## src/rtl/regfile_pkg.sv

```systemverilog
// Shared sizing constants for the writeback register file.
// Index width stays 5 bits to match the MIPS-style register specifiers.
package regfile_pkg;

  localparam int unsigned NREGS = 32;
  localparam int unsigned DW    = 32;
  localparam int unsigned AW    = 5;
  localparam int unsigned CW    = 32;

  localparam logic [AW-1:0] ZERO_REG = AW'(0);

  // A write only commits when enabled and not aimed at the hardwired zero register.
  function automatic logic is_commit(input logic we, input logic [AW-1:0] addr);
    return we && (addr != ZERO_REG);
  endfunction

endpackage

```

## src/rtl/regfile_core.sv

```systemverilog
// Flop-based register storage with one write port, two bypassing read ports
// and a hardwired zero register.
module regfile_core
  import regfile_pkg::*;
#(
  parameter int unsigned NREGS = regfile_pkg::NREGS,
  parameter int unsigned DW    = regfile_pkg::DW
) (
  input  logic          clk,
  input  logic          reset,
  input  logic          we,
  input  logic [AW-1:0] waddr,
  input  logic [DW-1:0] wdata,
  input  logic [AW-1:0] a1,
  input  logic [AW-1:0] a2,
  output logic [DW-1:0] rd1,
  output logic [DW-1:0] rd2
);

  // Entry 0 is never stored; it always reads as zero.
  logic [DW-1:0] regs [1:NREGS-1];
  logic          commit;

  assign commit = is_commit(we, waddr);

  always_ff @(posedge clk) begin
    if (reset) begin
      for (int i = 1; i < int'(NREGS); i++) begin
        regs[i] <= '0;
      end
    end else if (commit) begin
      for (int i = 1; i < int'(NREGS); i++) begin
        if (waddr == AW'(i)) begin
          regs[i] <= wdata;
        end
      end
    end
  end

  // Same-cycle bypass lets decode see the value being written this edge.
  always_comb begin
    rd1 = '0;
    for (int i = 1; i < int'(NREGS); i++) begin
      if (a1 == AW'(i)) begin
        rd1 = regs[i];
      end
    end
    if (commit && (a1 == waddr)) begin
      rd1 = wdata;
    end
  end

  always_comb begin
    rd2 = '0;
    for (int i = 1; i < int'(NREGS); i++) begin
      if (a2 == AW'(i)) begin
        rd2 = regs[i];
      end
    end
    if (commit && (a2 == waddr)) begin
      rd2 = wdata;
    end
  end

endmodule

```

## src/rtl/writeback_regfile.sv

```systemverilog
// Writeback stage: selects the result, commits it to the register file
// and counts committed writes.
module writeback_regfile
  import regfile_pkg::*;
#(
  parameter int unsigned NREGS = regfile_pkg::NREGS,
  parameter int unsigned DW    = regfile_pkg::DW
) (
  input  logic          clk,
  input  logic          reset,
  input  logic          RegWriteW,
  input  logic          MemtoRegW,
  input  logic [DW-1:0] ReadDataW,
  input  logic [DW-1:0] ALUOutW,
  input  logic [AW-1:0] WriteRegW,
  input  logic [AW-1:0] A1,
  input  logic [AW-1:0] A2,
  output logic [DW-1:0] RD1,
  output logic [DW-1:0] RD2,
  output logic [DW-1:0] ResultW,
  output logic [CW-1:0] WbCount
);

  assign ResultW = MemtoRegW ? ReadDataW : ALUOutW;

  // Reset wins over a coincident commit, so that commit is never counted.
  always_ff @(posedge clk) begin
    if (reset) begin
      WbCount <= '0;
    end else if (is_commit(RegWriteW, WriteRegW)) begin
      WbCount <= WbCount + CW'(1);
    end
  end

  regfile_core #(
    .NREGS (NREGS),
    .DW    (DW)
  ) u_core (
    .clk   (clk),
    .reset (reset),
    .we    (RegWriteW),
    .waddr (WriteRegW),
    .wdata (ResultW),
    .a1    (A1),
    .a2    (A2),
    .rd1   (RD1),
    .rd2   (RD2)
  );

endmodule

```

## config.mk

```make
export PLATFORM = sky130hd
export DESIGN_NAME = writeback_regfile
export DESIGN_NICKNAME = d
export VERILOG_FILES = /design/src/rtl/regfile_pkg.sv /design/src/rtl/regfile_core.sv /design/src/rtl/writeback_regfile.sv
export SDC_FILE = /design/constraint.sdc
export NUM_CORES = 2
export LEC_CHECK = 0
export BUFFER_PORTS_ARGS = -buffer_cell sky130_fd_sc_hd__buf_2
export CORE_MARGIN = 4
export CORE_UTILIZATION = 25
export DETAILED_ROUTE_END_ITERATION = 6
export HOLD_SLACK_MARGIN = 0.12
export SLEW_MARGIN = 20
export SYNTH_ARGS = -nofsm -noshare
export SYNTH_HDL_FRONTEND = slang
export SYNTH_HIERARCHICAL = 1
export SYNTH_SLANG_ARGS = --single-unit
```

## constraint.sdc

```tcl
create_clock -name clk -period 4.07 [get_ports clk]
set_clock_uncertainty 0.05 [all_clocks]
set_input_delay 0.6105 -clock clk [delete_from_list [all_inputs] [get_ports clk]]
set_output_delay 0.6105 -clock clk [all_outputs]
set_load 0.02 [all_outputs]
```

==> results.yml <==
cts:
  tritoncts.num_buffers: 130
  htree_levels: 4
  clock_tree.buffer_depth: 3
  cts_root_buffer: "sky130_fd_sc_hd__clkbuf_16"
  tritoncts: "done"
  cts_num_sinks: 1024
  clock_insertion_delay_worst_skew_ps: 770
  clkTransAtPathRegs_ps: 50
  cts_hold_repair.buffers: 0
grt:
  grt-ovfl-total: 0
  first_global_vias: 52175
  gr-usage-all-layers_pct: 26.8
  grt_pass1_wl_mm: 447
  maximum_number_of_pins_on_one_net_before_global_route_repair: 47
  grt_antenna_before_repair: 37
cells_and_area:
  fillCellCount: 23164
  layout_cell_share_with_drive_strength_beyond_1_pct: 28.7
  layout-area-overhead-vs-synth_pct: 32.0
  fin_cells: 9478
  post-route-util_pct: 33.2
  finish.net_count: 6414
  final_design_area_no_fill_um2: 76400
  sequential_cell_area_um2: 30400
  multi_input_comb_area_um2: 26900
yosys:
  postSynth.topFlopCell: "sky130_fd_sc_hd__edfxtp_1"
  synth_top_area_share_pct: 51.5
  synth.most_common_cell: "sky130_fd_sc_hd__and2_1"
  synthCells: 5500
  postSynthAreaPerCell_um2: 10.5
  synth_sequential_area_ratio_pct: 52.6
  synth_warnings: 6
  synth_cell_types: 107
  synth.ff_latch_count: 1024
  syn_area_um2: 57900
  post_synthesis_async_set_or_reset_flop_share_pct: 0
  synth_enable_flop_cells: 992
  synth.area.top_cells: "sky130_fd_sc_hd__edfxtp_1 51%, sky130_fd_sc_hd__and2_1 11%, sky130_fd_sc_hd__o21ai_0 3.3%"
  netlist_top_cells_count: "999 x sky130_fd_sc_hd__and2_1, 992 x sky130_fd_sc_hd__edfxtp_1, 384 x sky130_fd_sc_hd__o21ai_0"
  syn-num-nets: 5584
  yosys.area.top_type: "sky130_fd_sc_hd__edfxtp_1"
pwr:
  p_per_area_nw_per_um2: 389
  vdd_drop_max_mv: 0.395
  power.total_mw: 29.8
  power.leakage_nw: 28.1
routing:
  detailroute.via_count: 55455
  detail_route.wl_per_cell_um: 35.2
  initialDrtViolationCount: 9261
  totalWireLength_mm: 334
  vias_per_cell: 5.85
  routed.top_layer: "met5"
  detailroute.wirelength.met3_mm: 39.9
  wire_length_on_met1_mm: 131
  post-route-drc-count: 0
  dr.pass1.iters: 7
  drtAntennaViolNets: 0
  detailroute.wirelength.met2_mm: 142
setup_path:
  r2r-end: "WbCount[12]$_SDFFE_PP0P_"
  cpPeakStageDelay_ps: 740
  regToRegSetupSlack_ps: 2070
  worstSetupEndpointType: "output port"
  critical_path_class: "primary input to output port"
  timing.critical_path.to: "RD1[7]"
  crit_slowest_cell: "sky130_fd_sc_hd__o211ai_1"
  path_max_fanout: 4
  ff_to_ff_start: "WbCount[0]$_SDFFE_PP0P_"
  critical_path.most_common_cell: "sky130_fd_sc_hd__buf_6"
  cp_cell_sequence: "buf_12 -> buf_8 -> buf_6 -> nand4b_1 -> a21oi_4 -> buf_12 -> buf_16 -> buf_6 -> o221ai_4 -> o211ai_1 -> a221oi_2 -> nor3_4 -> buf_6"
  critical_path_source_type: "primary input"
  cp.required_ps: 3410
  cp-startpoint: "A1[3]"
  data_arrival_time_of_the_worst_path_ps: 3540
  worst_r2r_path_depth: 6
floorplan:
  placement_rows: 176
  full_die_area_um2: 239000
  core-area_um2: 230000
  pin_count: 211
  die_w_um: 489
  die_height_um: 489
  initial_utilization_pct: 25.2
sta:
  max-slew-margin-rel_pct: 19.9
  final_max_tran_viols: 0
  hold_violations: 0
  report.final.setup_viol: 10
  final_min_period_over_clock_period_pct: 103
  finalSetupTns_ps: -395
  worst-slew-pin-transition_ps: 1200
  grt_setup_unrepaired: "true"
  fmax_ghz: 0.238
  fin_crit_ps: 4200
  fin_worst_hold_slack_ps: 210
  setup_ws_ps: -128
place:
  dpl_worst_slack_ps: -1030
  placed_cells: 9181
  port_buffers: 210
  gpl.final_weighted_congestion: 1.00
  detailedPlacementHpwl_mm: 241
  detailed_place.area_um2: 69600
worst_hold_path:
  min_path_type: "primary input to flop"
  min_from: "reset"
run_status:
  failed_checks: "negative setup slack"
  outcome: "finished, violations left"
run:
  max_capacitance_violation_count: 0
-- logic make-up (layout without fill, tap and decap cells) --
logic type / Yosys count / in the layout / share of synthesized area (%)
compound gates: 1536 / 1536 / 17.7
xor+xnor: 40 / 40 / 0.605
fa+ha+maj: 1 / 1 / 0.0216
buf+inv: 561 / 1489 / 4.34
flops: 1024 / 1024 / 52.6
mux: 256 / 256 / 4.82
other cells: 0 / 24 / 0
simple gates: 2082 / 2082 / 19.9
-- worst min path at each step --
stage,end,slack [ps],cells past startpoint
after global routing,WbCount[22]$_SDFFE_PP0P_,220,2
after global placement,WbCount[31]$_SDFFE_PP0P_,450,2
after floorplan,WbCount[1]$_SDFFE_PP0P_,510,2
after CTS,WbCount[22]$_SDFFE_PP0P_,160,2
final,WbCount[22]$_SDFFE_PP0P_,210,2
after detailed placement,WbCount[1]$_SDFFE_PP0P_,460,2
-- cells in the final DEF, fill, tap and decap left out, types with 29 or more instances in the layout --
cell / instances
sky130_fd_sc_hd__a21oi_1: 267
sky130_fd_sc_hd__a221oi_1: 56
sky130_fd_sc_hd__a222oi_1: 30
sky130_fd_sc_hd__a22oi_1: 115
sky130_fd_sc_hd__and2_1: 998
sky130_fd_sc_hd__and3_1: 40
sky130_fd_sc_hd__buf_12: 127
sky130_fd_sc_hd__buf_2: 176
sky130_fd_sc_hd__buf_4: 858
sky130_fd_sc_hd__buf_6: 59
sky130_fd_sc_hd__clkbuf_1: 29
sky130_fd_sc_hd__clkbuf_16: 140
sky130_fd_sc_hd__dfxtp_1: 32
sky130_fd_sc_hd__edfxtp_1: 992
sky130_fd_sc_hd__mux2_2: 81
sky130_fd_sc_hd__mux2i_1: 164
sky130_fd_sc_hd__nand2_1: 254
sky130_fd_sc_hd__nand3_1: 68
sky130_fd_sc_hd__nor2_1: 327
sky130_fd_sc_hd__nor2_2: 29
sky130_fd_sc_hd__nor2_4: 33
sky130_fd_sc_hd__nor2b_1: 38
sky130_fd_sc_hd__nor3_1: 70
sky130_fd_sc_hd__o211ai_1: 55
sky130_fd_sc_hd__o21ai_0: 368
sky130_fd_sc_hd__o221ai_1: 49
sky130_fd_sc_hd__o22ai_1: 173
sky130_fd_sc_hd__xnor2_1: 35
-- power by group --
part / leakage, nW / switching [mW] / internal (mW)
clock: 2.04 / 4.84 / 6.94
combinational: 16.4 / 3.51 / 1.86
sequential: 9.72 / 0.452 / 12.1
-- state kept, by name, summed over array words and instances, names as in the netlist --
register / count
u_core/regs: 992
WbCount: 32
-- critical path, delay by kind of cell --
family / cells / cell delay, ps
buffers and inverters: 7 / 940
AND/OR/NAND/NOR: 2 / 700
AO/OA/AOI/OAI: 4 / 1260
-- layout make-up --
class | instances | area share, %
clock buffer | 169 | 4.68
timing repair buffer | 1242 | 14.4
antenna | 24 | 0.0786
inverter | 17 | 0.0835
clock inverter | 61 | 0.810
multi-input combinational | 3915 | 35.2
tap | 3026 | 4.95
sequential | 1024 | 39.8
-- metal layers --
| metal | vias to the layer above | global-route usage (%) |
|---|---|---|
| met3 | 864 | 7.11 |
| met2 | 4410 | 40.1 |
| li1 | 22310 | - |
| met4 | 20 | 13.5 |
| met1 | 27851 | 35.5 |
| met5 | - | 0 |
-- repair_timing --
| item | 4_1_cts | 5_1_grt |
|---|---|---|
| gates cloned | 6 | 1 |
| pin swaps | 76 | 73 |
| endpoints found under the setup margin | 59 | 52 |
| setup buffers | 42 | 8 |
| gates resized for setup | 302 | 126 |
No activity file was read; power rests on OpenSTA's default activity.
